===== src/rtl/sw_pkg.sv =====
`default_nettype none
// ============================================================================
// Module      : sw_pkg
// Description : Shared types and constants for the Smith-Waterman FPGA top:
//               score width default, nucleotide encoding, FSM state codes.
// Revision    : 1.0 - initial release
// ============================================================================
package sw_pkg;

    // Default width of H/E/F scores and of the reported result
    localparam int V_E_F_BIT_DEF = 10;

    // 2-bit nucleotide encoding
    typedef logic [1:0] nt_t;
    localparam nt_t NT_A = 2'd0;
    localparam nt_t NT_C = 2'd1;
    localparam nt_t NT_G = 2'd2;
    localparam nt_t NT_T = 2'd3;

    // Score at the default width
    typedef logic [V_E_F_BIT_DEF-1:0] score_t;

    // Controller state encoding
    typedef logic [1:0] state_t;
    localparam state_t ST_IDLE = 2'd0;
    localparam state_t ST_LOAD = 2'd1;
    localparam state_t ST_CALC = 2'd2;
    localparam state_t ST_DONE = 2'd3;

endpackage : sw_pkg
`default_nettype wire


===== src/rtl/sw_pe.sv =====
`default_nettype none
// ============================================================================
// Module      : sw_pe
// Description : One systolic processing element. Holds a single target char
//               and computes one matrix column: H/E/F per query char plus the
//               running maximum of H seen by this column.
// Revision    : 1.0 - initial release
// ============================================================================
module sw_pe
    import sw_pkg::*;
#(
    parameter int V_E_F_Bit = V_E_F_BIT_DEF
) (
    input  wire logic                 clk,
    input  wire logic                 rst,
    input  wire logic                 i_load,
    input  wire nt_t                  i_t,
    output logic [1:0]                o_t,
    input  wire logic                 i_clr,
    input  wire logic                 i_v,
    input  wire nt_t                  i_s,
    input  wire logic [V_E_F_Bit-1:0] i_h,
    input  wire logic [V_E_F_Bit-1:0] i_e,
    input  wire logic [3:0]           i_match,
    input  wire logic [3:0]           i_mismatch,
    input  wire logic [3:0]           i_alpha,
    input  wire logic [3:0]           i_beta,
    output logic                      o_v,
    output logic [1:0]                o_s,
    output logic [V_E_F_Bit-1:0]      o_h,
    output logic [V_E_F_Bit-1:0]      o_e,
    output logic [V_E_F_Bit-1:0]      o_max
);

    // One sign bit plus one carry bit so score+match never wraps before clamping
    localparam int W = V_E_F_Bit + 2;
    localparam logic signed [W-1:0] C_SAT = $signed({2'b00, {V_E_F_Bit{1'b1}}});

    function automatic logic signed [W-1:0] ext(input logic [V_E_F_Bit-1:0] v);
        ext = $signed({2'b00, v});
    endfunction

    function automatic logic signed [W-1:0] ext4(input logic [3:0] v);
        ext4 = $signed({{(W-4){1'b0}}, v});
    endfunction

    function automatic logic signed [W-1:0] smax(input logic signed [W-1:0] a,
                                                 input logic signed [W-1:0] b);
        smax = (a > b) ? a : b;
    endfunction

    // Floor at zero (local alignment) and saturate at the top of the range
    function automatic logic [V_E_F_Bit-1:0] clamp(input logic signed [W-1:0] x);
        if (x < 0)          clamp = '0;
        else if (x > C_SAT) clamp = '1;
        else                clamp = x[V_E_F_Bit-1:0];
    endfunction

    nt_t                  r_t;
    logic                 r_v;
    nt_t                  r_s;
    logic [V_E_F_Bit-1:0] r_h;       // H of the previous query char (this column)
    logic [V_E_F_Bit-1:0] r_e;
    logic [V_E_F_Bit-1:0] r_f;       // F of the previous query char (this column)
    logic [V_E_F_Bit-1:0] r_h_diag;  // left-neighbour H one query char ago
    logic [V_E_F_Bit-1:0] r_max;

    logic [V_E_F_Bit-1:0]  w_e;
    logic [V_E_F_Bit-1:0]  w_f;
    logic [V_E_F_Bit-1:0]  w_h;
    logic signed [W-1:0]   w_diag;

    // Cell recurrences: gap from the left neighbour (E), gap from this column's
    // previous cell (F), and the diagonal substitution score
    always_comb begin
        w_e    = clamp(smax(ext(i_h) - ext4(i_alpha), ext(i_e) - ext4(i_beta)));
        w_f    = clamp(smax(ext(r_h) - ext4(i_alpha), ext(r_f) - ext4(i_beta)));
        w_diag = ext(r_h_diag) + ((i_s == r_t) ? ext4(i_match) : -ext4(i_mismatch));
        w_h    = clamp(smax(smax(ext(w_e), ext(w_f)), w_diag));
    end

    // Target char shift register plus per-column score state
    always_ff @(posedge clk) begin
        if (rst) begin
            r_t      <= NT_A;
            r_v      <= 1'b0;
            r_s      <= NT_A;
            r_h      <= '0;
            r_e      <= '0;
            r_f      <= '0;
            r_h_diag <= '0;
            r_max    <= '0;
        end else begin
            if (i_load) begin
                r_t <= i_t;
            end
            if (i_clr) begin
                r_v      <= 1'b0;
                r_s      <= NT_A;
                r_h      <= '0;
                r_e      <= '0;
                r_f      <= '0;
                r_h_diag <= '0;
                r_max    <= '0;
            end else begin
                r_v <= i_v;
                r_s <= i_s;
                if (i_v) begin
                    r_h      <= w_h;
                    r_e      <= w_e;
                    r_f      <= w_f;
                    r_h_diag <= i_h;
                    if (w_h > r_max) begin
                        r_max <= w_h;
                    end
                end
            end
        end
    end

    assign o_t   = r_t;
    assign o_v   = r_v;
    assign o_s   = r_s;
    assign o_h   = r_h;
    assign o_e   = r_e;
    assign o_max = r_max;

endmodule : sw_pe
`default_nettype wire


===== src/rtl/sw_fpga_wrapper.sv =====
`default_nettype none
// ============================================================================
// Module      : sw_fpga_wrapper
// Description : FPGA top for Smith-Waterman local alignment with affine gaps.
//               Loads a built-in target into a linear PE chain, streams the
//               built-in query through it and reports the maximum H score.
// Revision    : 1.0 - initial release
// ============================================================================
module sw_fpga_wrapper
    import sw_pkg::*;
#(
    parameter int                 T_LEN     = 8,
    parameter int                 S_LEN     = 8,
    parameter logic [2*T_LEN-1:0] T_SEQ     = 16'hE4E4,   // "ACGTACGT"
    parameter logic [2*S_LEN-1:0] S_SEQ     = 16'hE4E4,   // "ACGTACGT"
    parameter int                 V_E_F_Bit = V_E_F_BIT_DEF
) (
    input  wire logic                 clk,
    input  wire logic                 rst,
    input  wire logic                 i_set_t,
    input  wire logic                 i_start_cal,
    input  wire logic [3:0]           i_match,
    input  wire logic [3:0]           i_mismatch,
    input  wire logic [3:0]           i_minusAlpha,
    input  wire logic [3:0]           i_minusBeta,
    output logic                      o_busy,
    output logic                      o_valid,
    output logic [V_E_F_Bit-1:0]      o_result
);

    localparam int CW = $clog2(S_LEN + T_LEN + 1);
    localparam logic [CW-1:0] C_LOAD_LAST = CW'(T_LEN - 1);
    localparam logic [CW-1:0] C_CALC_LAST = CW'(S_LEN + T_LEN - 1);

    state_t               r_state,  w_state_nxt;
    logic [CW-1:0]        r_cnt,    w_cnt_nxt;
    logic                 r_loaded, w_loaded_nxt;
    logic [V_E_F_Bit-1:0] r_result, w_result_nxt;
    logic [3:0]           r_match, r_mismatch, r_alpha, r_beta;

    logic                 w_pe_load;
    logic                 w_pe_clr;
    logic                 w_latch_scores;
    logic                 w_feed_v;
    nt_t                  w_feed_s;
    nt_t                  w_load_t;
    int                   w_s_idx;
    int                   w_t_idx;
    logic [V_E_F_Bit-1:0] w_gmax;

    logic                 w_in_v  [T_LEN];
    nt_t                  w_in_s  [T_LEN];
    logic [V_E_F_Bit-1:0] w_in_h  [T_LEN];
    logic [V_E_F_Bit-1:0] w_in_e  [T_LEN];
    nt_t                  w_in_t  [T_LEN];
    logic                 w_out_v [T_LEN];
    logic [1:0]           w_out_s [T_LEN];
    logic [V_E_F_Bit-1:0] w_out_h [T_LEN];
    logic [V_E_F_Bit-1:0] w_out_e [T_LEN];
    logic [1:0]           w_out_t [T_LEN];
    logic [V_E_F_Bit-1:0] w_max   [T_LEN];

    // Controller: next state, counter, loaded flag and result capture
    always_comb begin
        w_state_nxt    = r_state;
        w_cnt_nxt      = r_cnt;
        w_loaded_nxt   = r_loaded;
        w_result_nxt   = r_result;
        w_pe_load      = 1'b0;
        w_pe_clr       = 1'b0;
        w_latch_scores = 1'b0;
        w_feed_v       = 1'b0;
        case (r_state)
            ST_IDLE: begin
                if (i_set_t) begin
                    w_state_nxt = ST_LOAD;
                    w_cnt_nxt   = '0;
                end else if (i_start_cal && r_loaded) begin
                    w_state_nxt    = ST_CALC;
                    w_cnt_nxt      = '0;
                    w_pe_clr       = 1'b1;
                    w_latch_scores = 1'b1;
                end
            end
            ST_LOAD: begin
                w_pe_load = 1'b1;
                if (r_cnt == C_LOAD_LAST) begin
                    w_state_nxt  = ST_IDLE;
                    w_loaded_nxt = 1'b1;
                    w_cnt_nxt    = '0;
                end else begin
                    w_cnt_nxt = r_cnt + CW'(1);
                end
            end
            ST_CALC: begin
                w_feed_v = (r_cnt < CW'(S_LEN));
                // The last cell settled on the previous edge, so the maxima are final
                if (r_cnt == C_CALC_LAST) begin
                    w_state_nxt  = ST_DONE;
                    w_result_nxt = w_gmax;
                    w_cnt_nxt    = '0;
                end else begin
                    w_cnt_nxt = r_cnt + CW'(1);
                end
            end
            ST_DONE: begin
                w_state_nxt = ST_IDLE;
            end
            default: begin
                w_state_nxt = ST_IDLE;
            end
        endcase
    end

    // Controller registers and the scoring parameters held for one run
    always_ff @(posedge clk) begin
        if (rst) begin
            r_state    <= ST_IDLE;
            r_cnt      <= '0;
            r_loaded   <= 1'b0;
            r_result   <= '0;
            r_match    <= '0;
            r_mismatch <= '0;
            r_alpha    <= '0;
            r_beta     <= '0;
        end else begin
            r_state  <= w_state_nxt;
            r_cnt    <= w_cnt_nxt;
            r_loaded <= w_loaded_nxt;
            r_result <= w_result_nxt;
            if (w_latch_scores) begin
                r_match    <= i_match;
                r_mismatch <= i_mismatch;
                r_alpha    <= i_minusAlpha;
                r_beta     <= i_minusBeta;
            end
        end
    end

    // Head-of-chain chars: query char for this cycle, and target fed last
    // char first so that PE k ends up holding T[k]
    always_comb begin
        w_s_idx  = w_feed_v ? int'(r_cnt) : 0;
        w_t_idx  = (r_state == ST_LOAD) ? (T_LEN - 1 - int'(r_cnt)) : 0;
        w_feed_s = S_SEQ[2*w_s_idx +: 2];
        w_load_t = T_SEQ[2*w_t_idx +: 2];
    end

    for (genvar g = 0; g < T_LEN; g++) begin : g_pe
        if (g == 0) begin : g_head
            assign w_in_v[g] = w_feed_v;
            assign w_in_s[g] = w_feed_s;
            assign w_in_h[g] = '0;
            assign w_in_e[g] = '0;
            assign w_in_t[g] = w_load_t;
        end else begin : g_link
            assign w_in_v[g] = w_out_v[g-1];
            assign w_in_s[g] = w_out_s[g-1];
            assign w_in_h[g] = w_out_h[g-1];
            assign w_in_e[g] = w_out_e[g-1];
            assign w_in_t[g] = w_out_t[g-1];
        end

        sw_pe #(
            .V_E_F_Bit (V_E_F_Bit)
        ) u_pe (
            .clk        (clk),
            .rst        (rst),
            .i_load     (w_pe_load),
            .i_t        (w_in_t[g]),
            .o_t        (w_out_t[g]),
            .i_clr      (w_pe_clr),
            .i_v        (w_in_v[g]),
            .i_s        (w_in_s[g]),
            .i_h        (w_in_h[g]),
            .i_e        (w_in_e[g]),
            .i_match    (r_match),
            .i_mismatch (r_mismatch),
            .i_alpha    (r_alpha),
            .i_beta     (r_beta),
            .o_v        (w_out_v[g]),
            .o_s        (w_out_s[g]),
            .o_h        (w_out_h[g]),
            .o_e        (w_out_e[g]),
            .o_max      (w_max[g])
        );
    end

    // Reduce the per-column maxima to the global maximum
    always_comb begin
        w_gmax = '0;
        for (int k = 0; k < T_LEN; k++) begin
            if (w_max[k] > w_gmax) begin
                w_gmax = w_max[k];
            end
        end
    end

    assign o_busy   = (r_state != ST_IDLE);
    assign o_valid  = (r_state == ST_DONE);
    assign o_result = r_result;

endmodule : sw_fpga_wrapper
`default_nettype wire


===== config.mk =====
export PLATFORM = sky130hd
export DESIGN_NAME = sw_fpga_wrapper
export DESIGN_NICKNAME = d
export VERILOG_FILES = /design/src/rtl/sw_pkg.sv /design/src/rtl/sw_pe.sv /design/src/rtl/sw_fpga_wrapper.sv
export SDC_FILE = /design/constraint.sdc
export NUM_CORES = 2
export LEC_CHECK = 0
export CAP_MARGIN = 20
export CELL_PAD_IN_SITES_DETAIL_PLACEMENT = 0
export CELL_PAD_IN_SITES_GLOBAL_PLACEMENT = 2
export CORE_MARGIN = 2
export CORE_UTILIZATION = 41
export CTS_BUF_LIST = sky130_fd_sc_hd__clkbuf_4 sky130_fd_sc_hd__clkbuf_8
export CTS_CLUSTER_DIAMETER = 40
export DETAILED_ROUTE_END_ITERATION = 7
export PLACE_DENSITY_LB_ADDON = 0.12
export RECOVER_POWER = 100
export SKIP_CTS_REPAIR_TIMING = 1
export SYNTH_ARGS = -nofsm -noshare
export SYNTH_HDL_FRONTEND = slang
export SYNTH_SLANG_ARGS = --single-unit

===== constraint.sdc =====
create_clock -name clk -period 16.7 [get_ports clk]
set_input_delay 3.34 -clock clk [delete_from_list [all_inputs] [get_ports clk]]
set_output_delay 3.34 -clock clk [all_outputs]
set_load 0.02 [all_outputs]

# Word level (Yosys, flattened, before mapping)

Index checks and enable logic that the tools add are counted.

Add/subtract/negate cells: 35
Multipliers: 0
Divide/modulo/power cells: 0
Order comparisons: 97
Equality and inequality tests: 16
Shifts and indexed selects: 2
Multiplexer cells: 113
Bitwise gates (word level): 0
Reductions and logical operators: 17

Operators by type and width:

| kind                     | number |
|---|---|
| $mux 10                  | 64 |
| $mux 12                  | 32 |
| $gt 12x11->1 const B     | 24 |
| $lt 12x1->1 const B      | 24 |
| $sub 10x4->11            | 23 |
| $gt 10x10->1             | 23 |
| $gt 11x11->1             | 14 |
| $gt 12x12->1             | 10 |
| $add 11x12->12           | 7 |
| $shiftx 16x32->2 const A | 1 |
| $mux 31                  | 1 |
| $mux 5                   | 5 |
| $reduce_and 2->1         | 11 |
| $eq 2x2->1               | 8 |
| $shiftx 16x7->2 const A  | 1 |
| $pmux 5 s3               | 1 |
| $neg 4->12               | 1 |
| $gt 10x1->1 const B      | 1 |
| $sub 1x4->5 const A      | 2 |
| $mux 2                   | 4 |
| $pmux 2 s4               | 1 |
| $sub 3x5->6 const A      | 1 |
| $add 5x1->5 const B      | 1 |
| $eq 5x3->1 const B       | 1 |
| 13 further kinds         | 19 |

Register bits: 451
Latch bits: 0
Memory bits (writable): 0
Bits in read-only memories: 0
Input port bits: 20
Output and inout bits: 12
Logic and storage cells: 348
Memories kept: 0

# Longest topological paths before layout

Depth in word-level cells: 16
Mapped depth: 82
Gate-level depth less buffers: 77

# Modules after synthesis

A second synthesis with hierarchy kept.

Cells, all modules: 6620
Area, all modules: 51723.4 µm²

Modules (own cells, without submodules):

| module                    | instances | cells each | area each (µm²) | seq. area each (µm²) |
|---|---|---|---|---|
| sw_pe at g_pe[1].u_pe ... | 4         | 771        | 6017.0          | 1101.1 |
| sw_pe at g_pe[3].u_pe     | 1         | 726        | 5763.0          | 1101.1 |
| sw_pe at g_pe[0].u_pe     | 1         | 740        | 5729.2          | 1101.1 |
| sw_pe at g_pe[7].u_pe     | 1         | 729        | 5721.7          | 1101.1 |
| sw_pe at g_pe[4].u_pe     | 1         | 688        | 5542.8          | 1101.1 |
| sw_fpga_wrapper           | 1         | 653        | 4898.4          | 680.7 |

# Least setup slack after synthesis

No wires, ideal clock.

Path kind: register to register
From: reg g_pe[0].u_pe.r_max[9]
To: reg r_result[0], in the netlist o_result[0]
Library setup time: 0.114 ns
Data arrival time: 13.524 ns
Required time: 16.586 ns
Setup slack: 3.061 ns
Cell stages (with the launch flop): 79
Path buffers: 7
Clock period less this slack: 13.639 ns
Cells stage by stage: dfxtp_1 -> inv_1 -> ha_1 -> nand4_2 -> a211oi_2 -> nor3_1 -> nor2_1 -> clkbuf_1 -> nor2_1 -> a21oi_1 -> ha_1 -> and4_1 -> nand4_1 -> nor3b_1 -> mux2_2 -> or3_1 -> and2_1 -> clkbuf_1 -> [43 not listed] -> nand2_1 -> buf_2 -> mux2_2 -> ha_1 -> nor2b_1 -> o21a_1 -> o21ai_0 -> nand2b_1 -> a21oi_1 -> nor2b_1 -> o21ai_0 -> a21oi_1 -> a211oi_1 -> a41oi_1 -> and2_1 -> buf_1 -> a222oi_1 -> a21bo_1

Cells in the longest elaborated chain, start to end: 16

RTL lines:

| item                     | RTL line               | source |
|---|---|---|
| start: declaration       | sw_pe.sv:66            | `logic [V_E_F_Bit-1:0] r_max;` |
| start signal: assignment | sw_pe.sv:114           | `r_max <= w_h;` |
| $gt 10x1->1              | sw_fpga_wrapper.sv:193 | `if (w_max[k] > w_gmax) begin` |
| $mux 10 (*)              | sw_fpga_wrapper.sv:193 |  |
| $gt 10x10->1             | sw_fpga_wrapper.sv:193 |  |
| $mux 10 (*)              | sw_fpga_wrapper.sv:193 |  |
| $gt 10x10->1             | sw_fpga_wrapper.sv:193 |  |
| $mux 10 (*)              | sw_fpga_wrapper.sv:193 |  |
| $gt 10x10->1             | sw_fpga_wrapper.sv:193 |  |
| $mux 10 (*)              | sw_fpga_wrapper.sv:193 |  |
| $gt 10x10->1             | sw_fpga_wrapper.sv:193 |  |
| $mux 10 (*)              | sw_fpga_wrapper.sv:193 |  |
| $gt 10x10->1             | sw_fpga_wrapper.sv:193 |  |
| $mux 10 (*)              | sw_fpga_wrapper.sv:193 |  |
| $gt 10x10->1             | sw_fpga_wrapper.sv:193 |  |
| $mux 10 (*)              | sw_fpga_wrapper.sv:193 |  |
| $gt 10x10->1             | sw_fpga_wrapper.sv:193 |  |
| $mux 10 (*)              | sw_fpga_wrapper.sv:193 |  |
| end signal: assignment   | sw_fpga_wrapper.sv:130 | `r_result <= w_result_nxt;` |
| end: declaration         | sw_fpga_wrapper.sv:38  | `logic [V_E_F_Bit-1:0] r_result, w_result_nxt;` |

Every way passes the cells marked *; elsewhere a longest branch is shown, timed or not.
A chain may end at the register's enable or synchronous reset.

# Worst setup path in the final report

From: reg g_pe[0].u_pe.r_max[7]
To: reg r_result[0], in the netlist o_result[0]

Same word-level chain as after synthesis.

==> results.txt <==
The most frequently used flop master after synthesis is dfxtp_1. The nature of the critical path endpoint is a flop. The delay of the slowest critical-path stage is 0.49 ns.

The total detailed-routing wirelength is 125 mm. The final-report hold violation count was 0. The kind of cell with the highest combined delay along the critical path is compound AO/OA/AOI/OAI gates. Data arrives at the worst endpoint at 15.79 ns.

Counting every instance in the synthesized netlist gives 5236. The critical path required time came out at 17.33 ns. Among the stages of the critical path, the cell type that occurs most often is ha_1.

The maximum clock path buffer count is 3. The largest total area in the synthesized netlist belongs to dfxtp_1. The area added between synthesis and finish is 11.1%. The final reports fail on max-capacitance violations, max-slew violations. The library cell used most frequently in the layout, excluding fill and tap cells, is nor2_1.

The number of vias per cell after detailed routing is 5.20. By startpoint and endpoint, the worst setup path is classified as flop to flop. The number of buffers inserted during clock tree synthesis is 108. Setup repair after global routing left no endpoint under its margin. The post-route clock period utilization came out at 90.8%.

The placeable core region is 100000 um^2. The post-route netlist has 7.82% of its cells at a drive strength greater than 1. The maximum frequency from static timing analysis came out at 66.0 MHz. The global-route wire length before repair is 195 mm. The starting density of the core came out at 41.4%. The register area share after synthesis is 21.5%.

The H-tree was split into 3 levels. The max-slew violation count is 429. The total routing resource utilization after global routing came out at 24.0%. TritonCTS built the clock tree.

The final design instance area without fill is 46100 um^2. The sum of negative setup slack is 0 ns. After synthesis, the cell types taking the most area are dfxtp_1 (21%), ha_1 (19%), mux2i_1 (7.8%).

The net count reported at finish came out at 5954. The total congestion overflow came out at 0. The post-route non-filler standard cell count came out at 6707. The number of buffers and inverters on the critical path came out at 5. The number of antenna violations at the first check in global routing is 1. After detailed routing, the number of remaining DRC violations is 0. The clock transition time at the flip-flop clock pins of the worst setup and hold paths is 0.05 ns. The routed length per placed instance is 18.6 um.

The worst setup path is launched from a flop. The mean post-synth cell area came out at 7.93 um^2. Once placement finished, the instance area stood at 43400 um^2. In this run, synthesis produced a sequential element count of 445. The weighted congestion reported at the end of routability-driven placement came out at 0.865. The instance count after placement with tap cells included came out at 6503.

The clock latency on the worst-skew pair came out at 0.77 ns. The number of max-cap violations came out at 5. The synthesized netlist occupies a cell area of 41500 um^2. The root cell of the clock tree is clkbuf_8. The count of pins on the block boundary is 32.

The max-slew headroom at the worst pin is -481%. The library cells used most frequently in the layout, excluding fill and tap cells, are nor2_1 (667), ha_1 (642), inv_1 (485). The first detailed-routing pass ran for 7 iterations. The height of the die came out at 322 um. The area fraction of the dominant cell type after synthesis is 21.5%. The count of buffers inserted at the top-level ports came out at 31. The number of warning messages in the yosys log came out at 0.

The path class of the tightest hold or removal check is flop to flop. The maximum number of pins on one net before global-route repair is 191. The run finished, with violations left. The largest individual stage delay along the critical path comes from the cell nor2_2. The clock tree skew after final layout came out at 0.0408 ns. The clock sink count came out at 445. Cells fill 46.0% of the core in the end.

The setup-violating endpoint count in the final report came out at 0. The post-synth net total came out at 5929. The worst path needs 15.16 ns of the cycle, external delays included. The slew at the pin closest to its max-slew limit is 8.71 ns. The die width is 322 um.

The largest driver fanout on the critical path is 21. The post-detailed-route count of antenna-violating nets is 0. The share of flip-flops with an asynchronous set or reset after synthesis came out at 0%.

The DRC violation total after the first TritonRoute iteration came out at 1848. The number of global-route vias before repair came out at 33800. The number of flops mapped to enable cells by yosys is 0. The number of placement rows is 116.

The overall via count from detail_route is 34900. The distinct cell type count after synthesis is 91. The floorplan die area came out at 104000 um^2.

Detailed placement finished with a half-perimeter wire length of 97.3 mm.
[worst register-to-register path, delay by kind of cell (launching register included)]
family | cells | cell delay, ns
AOI/OAI and AO/OA | 26 | 5.32
adders and majority gates | 8 | 2.34
buffers and inverters | 5 | 0.36
DFF | 1 | 0.35
muxes | 6 | 1.68
and+or+nand+nor | 26 | 5.00
[kinds of logic after synthesis]
group                      Yosys count  share of synthesized area [%]
DFF                                445                           21.5
buffers and inverters              678                           6.15
adders and majority gates          675                           20.9
xor gates and xnor gates           267                           5.63
and+or+nand+nor                   1686                           19.3
AOI/OAI and AO/OA                 1074                           16.4
muxes                              411                           10.2
[metal layers]
layer	global-route usage, %	vias to the layer above	share of wire (%)
li1	-	18300	-
met1	31.6	15900	47
met2	40.5	476	47
met3	3.37	180	3.2
met4	7.10	0	2.9
met5	0	-	0
[cell usage after synthesis (all sizes together) (31+ instances only)]
library cell / n
mux2: 86
mux2i: 325
inv: 489
ha: 642
xor2: 87
o21bai: 48
nand2b: 115
dfxtp: 445
nand4: 73
a211oi: 129
or2: 46
or3: 36
nand3: 101
a21oi: 383
nor3: 79
clkbuf: 156
o21a: 88
a21o: 81
nand2: 314
nor2b: 131
buf: 33
xnor2: 180
nor2: 669
fa: 31
o21ai: 189
and2: 61
[final timing paths]
check | slack, ns | start | to | cells past startpoint
max | 1.54 | g_pe[0].u_pe.o_max[7]$_SDFFE_PP0P_ | o_result[0]$_SDFFE_PP0P_ | 71
min | 0.46 | g_pe[0].u_pe.r_f[0]$_SDFFE_PP0P_ | g_pe[0].u_pe.r_f[0]$_SDFFE_PP0P_ | 2
max reg2reg | 1.54 | g_pe[0].u_pe.o_max[7]$_SDFFE_PP0P_ | o_result[0]$_SDFFE_PP0P_ | 71
min reg2reg | 0.46 | g_pe[0].u_pe.r_f[0]$_SDFFE_PP0P_ | g_pe[0].u_pe.r_f[0]$_SDFFE_PP0P_ | 2
[through the flow]
stage,setup slack (ns),hold WS (ns)
global route,0.0560,0.488
CTS,1.18,0.456
detailed placement,1.30,0.448
finish,1.54,0.457
floorplan,3.06,0.436
global placement,1.37,0.445
[registers in the layout, summed over array words and instances (netlist names)]
signal / cells
g_pe.u_pe.o_e: 64
g_pe.u_pe.o_h: 80
g_pe.u_pe.o_max: 80
g_pe.u_pe.o_s: 14
g_pe.u_pe.o_t: 16
g_pe.u_pe.o_v: 7
g_pe.u_pe.r_f: 80
g_pe.u_pe.r_h_diag: 70
o_result: 10
r_alpha: 4
r_beta: 4
r_cnt: 5
r_loaded: 1
r_match: 4
r_mismatch: 4
r_state: 2
[cell type report]
type                    count  area, um^2
diodes                      3        7.51
clock buffers             135        1800
clock inverters            61         972
fillers                 10200       54200
inverters                 489        1840
multi-input cells        4113       30100
flip-flops and latches    445        8920
well taps                1357        1700
repair buffers            104         813
Power is left out: the tool's default activity adds up to more than one toggle a clock period on the data nets, which glitch-free logic cannot reach.
